--- config.mk ---
export PLATFORM = sky130hd
export DESIGN_NAME = vga_timing
export DESIGN_NICKNAME = d
export VERILOG_FILES = /design/src/rtl/vga_timing.sv
export SDC_FILE = /design/constraint.sdc
export NUM_CORES = 1
export LEC_CHECK = 0
export ABC_AREA = 1
export BUFFER_PORTS_ARGS = -buffer_cell sky130_fd_sc_hd__buf_2
export CAP_MARGIN = 20
export CELL_PAD_IN_SITES_DETAIL_PLACEMENT = 1
export CELL_PAD_IN_SITES_GLOBAL_PLACEMENT = 1
export CORE_UTILIZATION = 47
export DETAILED_ROUTE_END_ITERATION = 7
export GPL_TIMING_DRIVEN = 0
export PLACE_DENSITY_LB_ADDON = 0.05
export SLEW_MARGIN = 30
export SYNTH_ARGS = -nofsm -noshare
export SYNTH_HDL_FRONTEND = slang
export SYNTH_SLANG_ARGS = --single-unit
--- constraint.sdc ---
create_clock -name clk -period 2.3 [get_ports clk]
set_input_delay 0.115 -clock clk [delete_from_list [all_inputs] [get_ports clk]]
set_output_delay 0.115 -clock clk [all_outputs]
set_load 0.03 [all_outputs]
--- src/rtl/vga_timing.sv ---
// Raster timing generator: pixel-rate divider, h/v counters and registered
// sync/active/coordinate/strobe outputs for the downstream colour stage.
module vga_timing #(
    parameter int unsigned CLK_DIV  = 4,
    parameter int unsigned H_ACTIVE = 640,
    parameter int unsigned H_FP     = 16,
    parameter int unsigned H_SYNC   = 96,
    parameter int unsigned H_BP     = 48,
    parameter int unsigned V_ACTIVE = 480,
    parameter int unsigned V_FP     = 10,
    parameter int unsigned V_SYNC   = 2,
    parameter int unsigned V_BP     = 33,
    parameter bit          HS_POL   = 1'b0,
    parameter bit          VS_POL   = 1'b0,
    parameter int unsigned CW       = 10
) (
    input  logic          clk,
    input  logic          nReset,
    input  logic          en,
    output logic          pix_en,
    output logic          hs,
    output logic          vs,
    output logic          active,
    output logic [CW-1:0] x,
    output logic [CW-1:0] y,
    output logic          line_start,
    output logic          frame_start
);

    localparam int unsigned H_TOTAL  = H_ACTIVE + H_FP + H_SYNC + H_BP;
    localparam int unsigned V_TOTAL  = V_ACTIVE + V_FP + V_SYNC + V_BP;
    localparam int unsigned HS_START = H_ACTIVE + H_FP;
    localparam int unsigned HS_END   = HS_START + H_SYNC;
    localparam int unsigned VS_START = V_ACTIVE + V_FP;
    localparam int unsigned VS_END   = VS_START + V_SYNC;
    localparam int unsigned DW       = (CLK_DIV > 1) ? $clog2(CLK_DIV) : 1;

    localparam logic [DW-1:0] DIV_LAST = DW'(CLK_DIV - 1);
    localparam logic [CW-1:0] H_LAST   = CW'(H_TOTAL - 1);
    localparam logic [CW-1:0] V_LAST   = CW'(V_TOTAL - 1);

    logic [DW-1:0] div, div_nxt;
    logic [CW-1:0] h_cnt, h_nxt;
    logic [CW-1:0] v_cnt, v_nxt;
    logic          act_d, hs_d, vs_d;

    // Pixel strobe decoded from the divider register; forced low while in reset
    assign pix_en = nReset && en && (div == DIV_LAST);

    // Next divider/counter values and output decode from pre-increment counts
    always_comb begin
        div_nxt = div;
        h_nxt   = h_cnt;
        v_nxt   = v_cnt;
        if (en) begin
            div_nxt = (div == DIV_LAST) ? '0 : div + DW'(1);
        end
        if (pix_en) begin
            if (h_cnt == H_LAST) begin
                h_nxt = '0;
                v_nxt = (v_cnt == V_LAST) ? '0 : v_cnt + CW'(1);
            end else begin
                h_nxt = h_cnt + CW'(1);
            end
        end
        act_d = (h_cnt < CW'(H_ACTIVE)) && (v_cnt < CW'(V_ACTIVE));
        hs_d  = ((h_cnt >= CW'(HS_START)) && (h_cnt < CW'(HS_END))) ? HS_POL : ~HS_POL;
        vs_d  = ((v_cnt >= CW'(VS_START)) && (v_cnt < CW'(VS_END))) ? VS_POL : ~VS_POL;
    end

    // State and output registers; strobes self-clear on any non-pixel clock
    always_ff @(posedge clk or negedge nReset) begin
        if (!nReset) begin
            div         <= '0;
            h_cnt       <= '0;
            v_cnt       <= '0;
            hs          <= ~HS_POL;
            vs          <= ~VS_POL;
            active      <= 1'b0;
            x           <= '0;
            y           <= '0;
            line_start  <= 1'b0;
            frame_start <= 1'b0;
        end else begin
            div   <= div_nxt;
            h_cnt <= h_nxt;
            v_cnt <= v_nxt;
            if (pix_en) begin
                hs          <= hs_d;
                vs          <= vs_d;
                active      <= act_d;
                x           <= act_d ? h_cnt : '0;
                y           <= act_d ? v_cnt : '0;
                line_start  <= (h_cnt == '0);
                frame_start <= (h_cnt == '0) && (v_cnt == '0);
            end else begin
                line_start  <= 1'b0;
                frame_start <= 1'b0;
            end
        end
    end

endmodule

==> insert_results.sql, run 1 <==
INSERT INTO impl_metrics (metric_group, metric, value, unit) VALUES
('timing', 'final_min_period_over_clock_period', '0.881', ''),
('worst_hold_path', 'holdCritStartpoint', 'en', ''),
('setup_path', 'r2r-start', 'v_cnt[0]', ''),
('setup_path', 'start_kind', 'primary input', ''),
('route', 'antenna_left', '0', ''),
('cts', 'tritoncts.num_buffers', '5', ''),
('final_layout', 'nNetsFinal', '311', ''),
('timing', 'finalWorstPathRequiredPeriod', '2.03', 'ns'),
('floorplan', 'coreArea', '4750', 'sq um'),
('synthesis', 'yosys_warnings', '0', ''),
('synthesis', 'asyncSetResetFlopFracSynth', '1.00', ''),
('route', 'detailedRoute.firstPassIterationCount', '4', ''),
('timing', 'hold_violations', '0', ''),
('setup_path', 'crit_buf_inv', '4', ''),
('power_and_ir_drop', 'power.leakage', '1.36', 'nW'),
('cts', 'cts_tree', 'done', ''),
('setup_path', 'crit_slowest_cell', 'sky130_fd_sc_hd__dlygate4sd3_1', ''),
('cts', 'cts.clk_slew.worst_paths', '0.09', 'ns'),
('timing', 'worst_slew_pin_slew', '0.629', 'ns'),
('worst_hold_path', 'whs_path_depth', '2', ''),
('timing', 'max_freq', '493', 'MHz'),
('timing', 'setup_tns_final', '0', 'ns'),
('status', 'run_status', 'finished clean', ''),
('setup_path', 'crit_type', 'in -> out', ''),
('route', 'viasPerCell', '5.08', ''),
('floorplan', 'chipWidth', '72.5', 'um'),
('cts', 'cts_hold_buf', '1', ''),
('synthesis', 'yosysTopAreaCell', 'sky130_fd_sc_hd__dfrtp_1', ''),
('synthesis', 'synthDistinctLibCells', '30', ''),
('synthesis', 'synth-edff-count', '0', ''),
('power_and_ir_drop', 'finalPower', '2.63', 'mW'),
('placement', 'place_congestion', '0.829', ''),
('timing', 'finClkSkew', '0.00930', 'ns'),
('timing', 'setup-violations-final', '0', ''),
('final_layout', 'layout_fillers', '611', ''),
('synthesis', 'synth_area_per_cell', '8.74', 'sq um'),
('setup_path', 'path_delay_family', 'buffers and inverters', ''),
('setup_path', 'worst-r2r-cell-count', '7', ''),
('global_route', 'grt_first_pass_wirelength', '9220', 'um'),
('job', 'count_of_max_cap_constraint_violations', '0', ''),
('placement', 'portBuffers', '28', ''),
('route', 'vias', '1883', ''),
('floorplan', 'ios', '29', ''),
('cts', 'clk-insertion-delay-late', '0.29', 'ns'),
('placement', 'placed_cells', '362', ''),
('final_layout', 'finalInstanceArea', '2690', 'sq um'),
('final_layout', 'seq_area', '1180', 'sq um'),
('cts', 'htreeDepth', '2', ''),
('floorplan', 'start_util', '0.491', ''),
('cts', 'cts_resized', '0', ''),
('route', 'routed_wl', '5370', 'um'),
('placement', 'dpl_cell_area', '2560', 'sq um'),
('timing', 'maxSlewViolCount', '0', ''),
('setup_path', 'critical_path.endpoint_type', 'output port', ''),
('synthesis', 'synthTopCellsByArea', 'sky130_fd_sc_hd__dfrtp_1 (48%), sky130_fd_sc_hd__nand2_1 (11%), sky130_fd_sc_hd__nand3_1 (5.1%)', ''),
('setup_path', 'cp.arrival', '1.91', 'ns'),
('global_route', 'grt_start_max_net_pins', '49', ''),
('route', 'drc', '0', ''),
('placement', 'post_place_worst_slack', '0.522', 'ns'),
('synthesis', 'synthMostInstantiatedCell', 'sky130_fd_sc_hd__nand2_1', ''),
('setup_path', 'endpoint_of_the_worst_slack_reg_to_reg_timing_path', 'v_cnt[9]', ''),
('placement', 'place.detailed.hpwl', '3880', 'um'),
('cts', 'cts-root-to-sink-buffers', '2', ''),
('timing', 'timing.hold.ws', '0.0843', 'ns'),
('synthesis', 'synth.net_count', '275', ''),
('worst_hold_path', 'worst_hold_path_type', 'in -> reg', ''),
('floorplan', 'dieHeight', '72.5', 'um'),
('power_and_ir_drop', 'max-vdd-ir-drop', '0.869', 'mV'),
('setup_path', 'setup.reg_to_reg.worst_slack', '0.68', 'ns'),
('final_layout', 'finalNonFillerCells', '371', ''),
('route', 'wl_per_cell', '14.5', 'um');
-- worst max path at each step --
stage          startpoint        to  slack, ns  cells past startpoint
2_1_floorplan      div[0]  h_cnt[0]       0.85                      5
3_5_place_dp       nReset      y[8]       0.52                      6
6_report           nReset    pix_en       0.27                      5
3_3_place_gp       nReset      y[0]       0.14                      6
5_1_grt            nReset    pix_en       0.09                      5
4_1_cts            nReset    pix_en       0.25                      5
-- report_power, final --
| part | leakage [nW] | switching [mW] | internal (mW) |
|---|---|---|---|
| logic | 0.718 | 0.580 | 0.253 |
| clock network | 0.0612 | 0.272 | 0.352 |
| registers | 0.578 | 0.148 | 1.03 |
| total | 1.36 | 0.999 | 1.63 |
-- sequential cells by signal, summed over array words and instances (netlist names) --
name	flops
hs	1
x	10
active	1
vs	1
div	2
y	10
v_cnt	10
frame_start	1
line_start	1
h_cnt	10
-- metal layers --
layer  track usage  up-vias  wire [um]
li1              -      935          -
met1         0.333      911       2750
met2         0.363       35       2440
met3        0.0292        2        152
met4        0.0327        0         27
met5             0        -          0
-- area by class of cell --
type,instances,area share
clock inverter,2,0.0130
timing repair buffer,29,0.0568
multi-input combinational,183,0.369
inverter,30,0.0419
sequential,47,0.438
clock buffer,6,0.0307
tap,67,0.0312
buffer,7,0.0195
-- logic make-up after synthesis --
kind of cell / synth area share
buffers and inverters: 0.0707
flip-flops: 0.505
AO/OA/AOI/OAI: 0.0890
AND/OR/NAND/NOR: 0.270
multiplexers: 0.00482
XOR/XNOR: 0.0338
adder cells (fa/ha/maj): 0.0268
-- cell usage in the layout, fill, tap and decap left out, types with 3 or more instances in the layout --
cell type / count
sky130_fd_sc_hd__o21ai_0: 18
sky130_fd_sc_hd__nor2_1: 18
sky130_fd_sc_hd__inv_1: 26
sky130_fd_sc_hd__o21ai_1: 3
sky130_fd_sc_hd__nand3_1: 24
sky130_fd_sc_hd__xor2_1: 8
sky130_fd_sc_hd__clkbuf_8: 6
sky130_fd_sc_hd__buf_2: 30
sky130_fd_sc_hd__buf_6: 3
sky130_fd_sc_hd__inv_2: 3
sky130_fd_sc_hd__ha_1: 5
sky130_fd_sc_hd__o21ai_2: 9
sky130_fd_sc_hd__nor3_1: 5
sky130_fd_sc_hd__nand2_1: 69
sky130_fd_sc_hd__nand4_1: 7
sky130_fd_sc_hd__dfrtp_1: 45
Power figures use the tool's default switching activity.
==> run 2, diff against run 1 <==
Settings changed: MAX_ROUTING_LAYER from default to met4, REMOVE_ABC_BUFFERS from default to 1.
==> run 2 against run 1 <==
Compared with the run above: sequential cell count unchanged; die area unchanged; count of clock-buffer cells in the layout increased by 1; core utilization decreased by 1.3 points; critical path type is now reg -> reg; critical endpoint is now x[4]; largest cell class unchanged; largest power group unchanged; highest routed layer unchanged.
==> insert_results.sql, run 2 (synthesis results as in run 1) <==
INSERT INTO impl_metrics (metric_group, metric, value, unit) VALUES
('status', 'run_status', 'finished clean', ''),
('setup_path', 'start_kind', 'register', ''),
('timing', 'maxSlewViolCount', '0', ''),
('setup_path', 'cp_max_fo', '35', ''),
('final_layout', 'finalNonFillerCells', '365', ''),
('floorplan', 'die_area', '5250', 'sq um'),
('timing', 'timing.hold.ws', '0.0584', 'ns'),
('placement', 'portBuffers', '28', ''),
('global_route', 'grt_start_max_net_pins', '46', ''),
('timing', 'final_critical_path_setup_slack', '0.238', 'ns'),
('setup_path', 'crit_buf_inv', '0', ''),
('setup_path', 'timing.critical_path.cells', 'ha_1 -> nand3_4 -> nor3_4 -> nand2_2 -> o21ai_0', ''),
('timing', 'finalWorstPathRequiredPeriod', '2.06', 'ns'),
('final_layout', 'antenna_cells_inserted', '0', ''),
('timing', 'final_min_period_over_clock_period', '0.897', ''),
('power_and_ir_drop', 'seq_power_share', '0.470', ''),
('final_layout', 'nNetsFinal', '305', ''),
('final_layout', 'layout_fillers', '599', ''),
('cts', 'cts_resized', '0', ''),
('setup_path', 'crit_type', 'reg -> reg', ''),
('power_and_ir_drop', 'power.leakage', '1.32', 'nW'),
('cts', 'cts-root-to-sink-buffers', '2', ''),
('cts', 'clock-sinks', '47', ''),
('global_route', 'grt_usage', '0.239', ''),
('power_and_ir_drop', 'power.combinational.fraction', '0.331', ''),
('global_route', 'number_of_global_route_vias_before_repair', '1877', ''),
('global_route', 'grt_first_pass_wirelength', '9200', 'um'),
('global_route', 'globalRouteOverflowTotal', '0', ''),
('power_and_ir_drop', 'power_frac_clock', '0.198', ''),
('cts', 'cts.clk_slew.worst_paths', '0.08', 'ns'),
('placement', 'post_place_worst_slack', '0.0524', 'ns'),
('setup_path', 'critical_path.endpoint_type', 'register', ''),
('placement', 'place_congestion', '0.843', ''),
('cts', 'root_buffer', 'sky130_fd_sc_hd__clkbuf_8', ''),
('final_layout', 'flow.area_growth_from_synthesis', '12.5', '%'),
('cts', 'clk-insertion-delay-late', '0.30', 'ns'),
('setup_path', 'cp_slowest_stage_delay', '0.38', 'ns'),
('timing', 'finClkSkew', '0.00524', 'ns'),
('setup_path', 'crit_slowest_cell', 'sky130_fd_sc_hd__dfrtp_1', ''),
('route', 'routed_wl', '5260', 'um'),
('setup_path', 'path_delay_family', 'simple AND/OR/NAND/NOR gates', ''),
('timing', 'max_freq', '485', 'MHz'),
('setup_path', 'timing.critical_path.required', '2.51', 'ns'),
('floorplan', 'ios', '29', ''),
('route', 'detailedRoute.firstPassIterationCount', '4', ''),
('final_layout', 'layout-drive-gt1-share', '0.198', ''),
('floorplan', 'dieHeight', '72.5', 'um'),
('power_and_ir_drop', 'power_switching_share', '0.402', ''),
('route', 'wl_per_cell', '14.4', 'um'),
('floorplan', 'start_util', '0.491', ''),
('final_layout', 'layout_commonest_cell', 'sky130_fd_sc_hd__nand2_1', ''),
('floorplan', 'coreArea', '4750', 'sq um'),
('floorplan', 'row_count', '25', ''),
('power_and_ir_drop', 'pwr_density_cell', '951', 'nW/um^2'),
('job', 'count_of_max_cap_constraint_violations', '0', ''),
('cts', 'htreeDepth', '2', ''),
('route', 'vias', '1845', ''),
('floorplan', 'chipWidth', '72.5', 'um'),
('placement', 'placed_cells', '355', ''),
('timing', 'slew_headroom', '0.674', ''),
('route', 'drt_iter0_markers', '85', ''),
('final_layout', 'layout.cells.most_common_list', 'sky130_fd_sc_hd__nand2_1 (69), sky130_fd_sc_hd__dfrtp_1 (45), sky130_fd_sc_hd__buf_2 (27)', ''),
('power_and_ir_drop', 'internal_power', '1.49', 'mW'),
('cts', 'cts_hold_buf', '2', ''),
('global_route', 'antenna_found_initial', '0', ''),
('power_and_ir_drop', 'netSwitchingPower', '1.01', 'mW'),
('cts', 'cts_tree', 'done', ''),
('power_and_ir_drop', 'max-vdd-ir-drop', '0.564', 'mV'),
('timing', 'setup_repair_after_global_routing_missed_its_margin', 'false', ''),
('worst_hold_path', 'worst_hold_path_type', 'in -> reg', ''),
('placement', 'place.detailed.hpwl', '3640', 'um'),
('timing', 'setup-violations-final', '0', ''),
('route', 'antenna_left', '0', ''),
('route', 'viasPerCell', '5.05', ''),
('cts', 'postCtsSetupBuffers', '0', ''),
('timing', 'worst_slew_pin_slew', '0.487', 'ns'),
('setup_path', 'cp.arrival', '2.27', 'ns'),
('route', 'drc', '0', ''),
('cts', 'tritoncts.num_buffers', '5', ''),
('timing', 'hold_violations', '0', '');
-- run 2: final timing paths --
kind / endpoint / slack [ns] / start / cells after the start
min in group asynchronous: vs / 0.38 / nReset / 2
worst min register to register: y[9] / 0.47 / y[9] / 2
max in group asynchronous: active / 1.67 / nReset / 3
worst min-delay path: div[0] / 0.06 / en / 2
worst max-delay path: x[4] / 0.24 / div[0] / 5
worst max register to register: x[4] / 0.24 / div[0] / 5
-- run 2: worst register-to-register path, stage by stage (launching register included) --
cell and delay (ns):
sky130_fd_sc_hd__dfrtp_1 0.38, sky130_fd_sc_hd__ha_1 0.23, sky130_fd_sc_hd__nand3_4 0.37, sky130_fd_sc_hd__nor3_4 0.34, sky130_fd_sc_hd__nand2_2 0.34, sky130_fd_sc_hd__o21ai_0 0.31
-- run 2: through the flow --
step | TNS [ns] | power, mW | util | instance area, sq um
after CTS | 0 | 2.54 | 0.553 | 2630
after floorplan | 0 | 1.76 | - | 2280
after detailed placement | 0 | 2.02 | 0.528 | 2510
after global placement | -5.44 | 1.98 | 0.527 | 2510
final | 0 | 2.50 | 0.553 | 2630
after global routing | 0 | 2.67 | 0.553 | 2630
-- run 2: final cells by class --
class | count | area (sq um) | share of cell area
Clock buffer | 7 | 76.3 | 0.0290
Sequential cell | 47 | 1180 | 0.449
Multi-Input combinational cell | 183 | 991 | 0.377
Clock inverter | 1 | 5.00 | 0.00190
Inverter | 30 | 113 | 0.0429
Tap cell | 67 | 83.8 | 0.0319
Timing Repair Buffer | 30 | 180 | 0.0686
-- run 2: metal layers --
metal | wire, um | up-vias | part of all wire | global-route usage
li1 | - | 924 | - | -
met1 | 2430 | 897 | 0.46 | 0.299
met2 | 2650 | 18 | 0.50 | 0.398
met3 | 105 | 6 | 0.020 | 0.0417
met4 | 71 | 0 | 0.013 | 0.0719
met5 | 0 | - | 0 | -
-- run 2: power groups by stage --
stage	logic, mW	clock network (mW)	registers, mW
finish	0.828	0.496	1.17
floorplan	0.328	0	1.43
global route	0.923	0.542	1.21
CTS	0.841	0.516	1.18
detailed placement	0.832	0	1.19
global placement	0.802	0	1.18
==> run 3, diff against run 2 <==
Settings changed: ABC_AREA 1 to default, CORE_UTILIZATION 47 to 48.
==> run 3 against run 2 <==
Compared with the run above: count of clock-buffer cells in the layout fell by 1; via count decreased by 11%; synthesized cell count shrank 28%; final cell count decreased by 25%; highest routed layer unchanged.
==> insert_results.sql, run 3 <==
INSERT INTO impl_metrics (metric_group, metric, value, unit) VALUES
('status', 'run_status', 'finished clean', ''),
('cts', 'cts_tree', 'done', ''),
('final_layout', 'final_design_utilization', '0.605', ''),
('floorplan', 'start_util', '0.517', ''),
('setup_path', 'setup.reg_to_reg.worst_slack', '0.21', 'ns'),
('synthesis', 'postSynthRegisterBits', '47', ''),
('worst_hold_path', 'holdCritStartpoint', 'en', ''),
('worst_hold_path', 'worst_hold_path_type', 'in -> reg', ''),
('cts', 'cts-root-to-sink-buffers', '2', ''),
('cts', 'cts.clk_slew.worst_paths', '0.08', 'ns'),
('final_layout', 'layout.cells.most_common_list', 'sky130_fd_sc_hd__dfrtp_1 (45), sky130_fd_sc_hd__buf_2 (27), sky130_fd_sc_hd__a22o_1 (22)', ''),
('route', 'antenna_left', '0', ''),
('route', 'vias', '1635', ''),
('cts', 'htreeDepth', '2', ''),
('floorplan', 'chipWidth', '68.6', 'um'),
('timing', 'final_min_period_over_clock_period', '0.911', ''),
('timing', 'finClkSkew', '0.0125', 'ns'),
('timing', 'max_freq', '477', 'MHz'),
('final_layout', 'finalInstanceArea', '2490', 'sq um'),
('final_layout', 'nNetsFinal', '231', ''),
('setup_path', 'timing.critical_path.required', '2.53', 'ns'),
('setup_path', 'endpoint_of_the_worst_slack_reg_to_reg_timing_path', 'y[5]', ''),
('final_layout', 'flow.area_growth_from_synthesis', '17.1', '%'),
('placement', 'place.detailed.hpwl', '3270', 'um'),
('floorplan', 'coreArea', '4120', 'sq um'),
('power_and_ir_drop', 'power.leakage', '1.20', 'nW'),
('final_layout', 'layout_commonest_cell', 'sky130_fd_sc_hd__dfrtp_1', ''),
('final_layout', 'antenna_cells_inserted', '0', ''),
('floorplan', 'row_count', '23', ''),
('route', 'detailedRoute.firstPassIterationCount', '4', ''),
('timing', 'final_critical_path_setup_slack', '0.206', 'ns'),
('placement', 'placed_cells', '260', ''),
('synthesis', 'ys_top_cells_by_count', 'sky130_fd_sc_hd__dfrtp_1 (45), sky130_fd_sc_hd__a22o_1 (22), sky130_fd_sc_hd__nor2_1 (15)', ''),
('global_route', 'antenna_found_initial', '0', ''),
('setup_path', 'worst-r2r-cell-count', '6', ''),
('synthesis', 'synthesis.instances', '192', ''),
('floorplan', 'ios', '29', ''),
('synthesis', 'synth-edff-count', '0', ''),
('placement', 'place_congestion', '0.797', ''),
('cts', 'clk-insertion-delay-late', '0.30', 'ns'),
('worst_hold_path', 'whs_path_depth', '2', ''),
('final_layout', 'layout-drive-gt1-share', '0.241', ''),
('power_and_ir_drop', 'max-vdd-ir-drop', '0.516', 'mV'),
('power_and_ir_drop', 'pwr_density_cell', '906', 'nW/um^2'),
('worst_hold_path', 'endpoint_of_the_worst_hold_timing_path', 'div[1]', ''),
('setup_path', 'path_delay_family', 'simple AND/OR/NAND/NOR gates', ''),
('job', 'count_of_max_cap_constraint_violations', '0', ''),
('synthesis', 'synth_area_per_cell', '11.1', 'sq um'),
('global_route', 'globalRouteOverflowTotal', '0', ''),
('setup_path', 'cp_max_fo', '28', ''),
('setup_path', 'crit_buf_inv', '1', ''),
('floorplan', 'die_area', '4700', 'sq um'),
('final_layout', 'finalNonFillerCells', '274', ''),
('cts', 'root_buffer', 'sky130_fd_sc_hd__clkbuf_8', ''),
('route', 'routed_wl', '5220', 'um'),
('synthesis', 'yosysTopAreaCell', 'sky130_fd_sc_hd__dfrtp_1', ''),
('timing', 'timing.hold.ws', '0.131', 'ns'),
('route', 'drt_iter0_markers', '122', ''),
('placement', 'post_place_worst_slack', '-0.676', 'ns'),
('synthesis', 'synthTopCellsByArea', 'sky130_fd_sc_hd__dfrtp_1 (53%), sky130_fd_sc_hd__a22o_1 (9.1%), sky130_fd_sc_hd__ha_1 (2.9%)', ''),
('route', 'wl_per_cell', '19.0', 'um'),
('route', 'viasPerCell', '5.97', ''),
('setup_path', 'start_kind', 'register', ''),
('placement', 'dpl_cell_area', '2290', 'sq um'),
('synthesis', 'most_used_flip_flop_cell_after_synthesis', 'sky130_fd_sc_hd__dfrtp_1', ''),
('synthesis', 'synthMostInstantiatedCell', 'sky130_fd_sc_hd__dfrtp_1', ''),
('cts', 'tritoncts.num_buffers', '5', ''),
('timing', 'setup_repair_after_global_routing_missed_its_margin', 'false', ''),
('synthesis', 'synth.yosys.seq_area_share', '0.554', ''),
('global_route', 'grt_start_max_net_pins', '46', ''),
('global_route', 'grt_first_pass_wirelength', '8540', 'um'),
('synthesis', 'asyncSetResetFlopFracSynth', '1.00', ''),
('global_route', 'grt_usage', '0.262', ''),
('setup_path', 'cp_slowest_stage_delay', '0.43', 'ns'),
('timing', 'slew_headroom', '0.550', ''),
('setup_path', 'timing.critical_path.cells', 'ha_2 -> nand3_4 -> clkinvlp_4 -> nand3_1 -> nor2_4 -> a22o_1', ''),
('synthesis', 'synthesis.area', '2130', 'sq um'),
('synthesis', 'synthDistinctLibCells', '40', ''),
('timing', 'hold_violations', '0', ''),
('setup_path', 'crit_type', 'reg -> reg', ''),
('route', 'drc', '0', ''),
('placement', 'portBuffers', '28', ''),
('synthesis', 'yosys_warnings', '0', ''),
('final_layout', 'layout_fillers', '457', ''),
('floorplan', 'dieHeight', '68.6', 'um'),
('setup_path', 'crit_slowest_cell', 'sky130_fd_sc_hd__nor2_4', ''),
('setup_path', 'cp.arrival', '2.33', 'ns'),
('setup_path', 'r2r-start', 'div[0]', ''),
('timing', 'setup-violations-final', '0', ''),
('cts', 'clock-sinks', '47', ''),
('timing', 'maxSlewViolCount', '0', ''),
('timing', 'finalWorstPathRequiredPeriod', '2.09', 'ns'),
('setup_path', 'cp.depth', '6', ''),
('global_route', 'number_of_global_route_vias_before_repair', '1710', ''),
('synthesis', 'synth_top_area_share', '0.530', ''),
('setup_path', 'critical_path.endpoint_type', 'register', ''),
('timing', 'worst_slew_pin_slew', '0.669', 'ns');
run 3: changes by cell type in the layout (fill, tap and decap cells not counted), sizes merged, moves of 6 or more:
cell,before,now
nand2,71,13
a22o,0,22
inv,29,7
o21ai,30,11
nand3,26,12
nor2,21,15
xor2,8,2
run 3: how the worst max path moves through the flow:
stage                start  endpoint  slack [ns]
finish              div[0]      y[5]        0.21
CTS                 div[0]      y[8]        0.17
floorplan           div[0]      x[0]       -0.11
global placement    nReset      x[9]       -1.30
global route        div[0]      y[8]        0.01
detailed placement  nReset      x[8]       -0.68
run 3: area by class of cell:
class | instances | area, sq um | share of cell area
Timing Repair Buffer | 34 | 210 | 0.0844
Clock inverter | 2 | 35.0 | 0.0141
Multi-Input combinational cell | 127 | 887 | 0.356
Inverter | 8 | 33.8 | 0.0136
Sequential cell | 47 | 1180 | 0.473
Clock buffer | 6 | 82.6 | 0.0332
Tap cell | 50 | 62.6 | 0.0251
run 3: worst register-to-register path: cells and delay by family (launching register included):
kind | cells | cell delay (ns)
AOI/OAI and AO/OA | 1 | 0.22
adders and majority gates | 1 | 0.22
buffers and inverters | 1 | 0.33
DFF | 1 | 0.38
and+or+nand+nor | 3 | 0.87
run 3: through the flow:
step,power (mW),setup TNS [ns]
after floorplan,1.44,-2.08
after global placement,1.59,-38.45
after detailed placement,1.63,-19.88
after CTS,2.27,0
after global routing,2.38,0
final,2.26,0
run 3: what timing repair did:
action	in CTS	in global routing
setup endpoints to repair	34	8
hold buffers	2	0
setup buffers	4	0
pin swaps	1	1
gates resized for setup	3	1
endpoints found under the hold margin	45	0
run 3: cell families after synthesis:
| family | count (synthesis) | share of synthesized area |
|---|---|---|
| AOI/OAI and AO/OA | 43 | 0.149 |
| DFF | 47 | 0.554 |
| adders and majority gates | 5 | 0.0294 |
| xor gates and xnor gates | 7 | 0.0288 |
| buffers and inverters | 18 | 0.0365 |
| muxes | 4 | 0.0206 |
| and+or+nand+nor | 68 | 0.181 |
run 3: metal layers:
layer | track usage | vias up | share of wire
li1 | - | 757 | -
met2 | 0.450 | 32 | 0.54
met3 | 0.0411 | 10 | 0.023
met1 | 0.303 | 836 | 0.42
met4 | 0.112 | 0 | 0.020
met5 | - | - | 0
run 3: power breakdown:
part	switching [mW]	total, mW	internal (mW)
Clock	0.279	0.631	0.352
Sequential	0.110	1.07	0.962
Combinational	0.354	0.554	0.200
Total	0.742	2.26	1.51
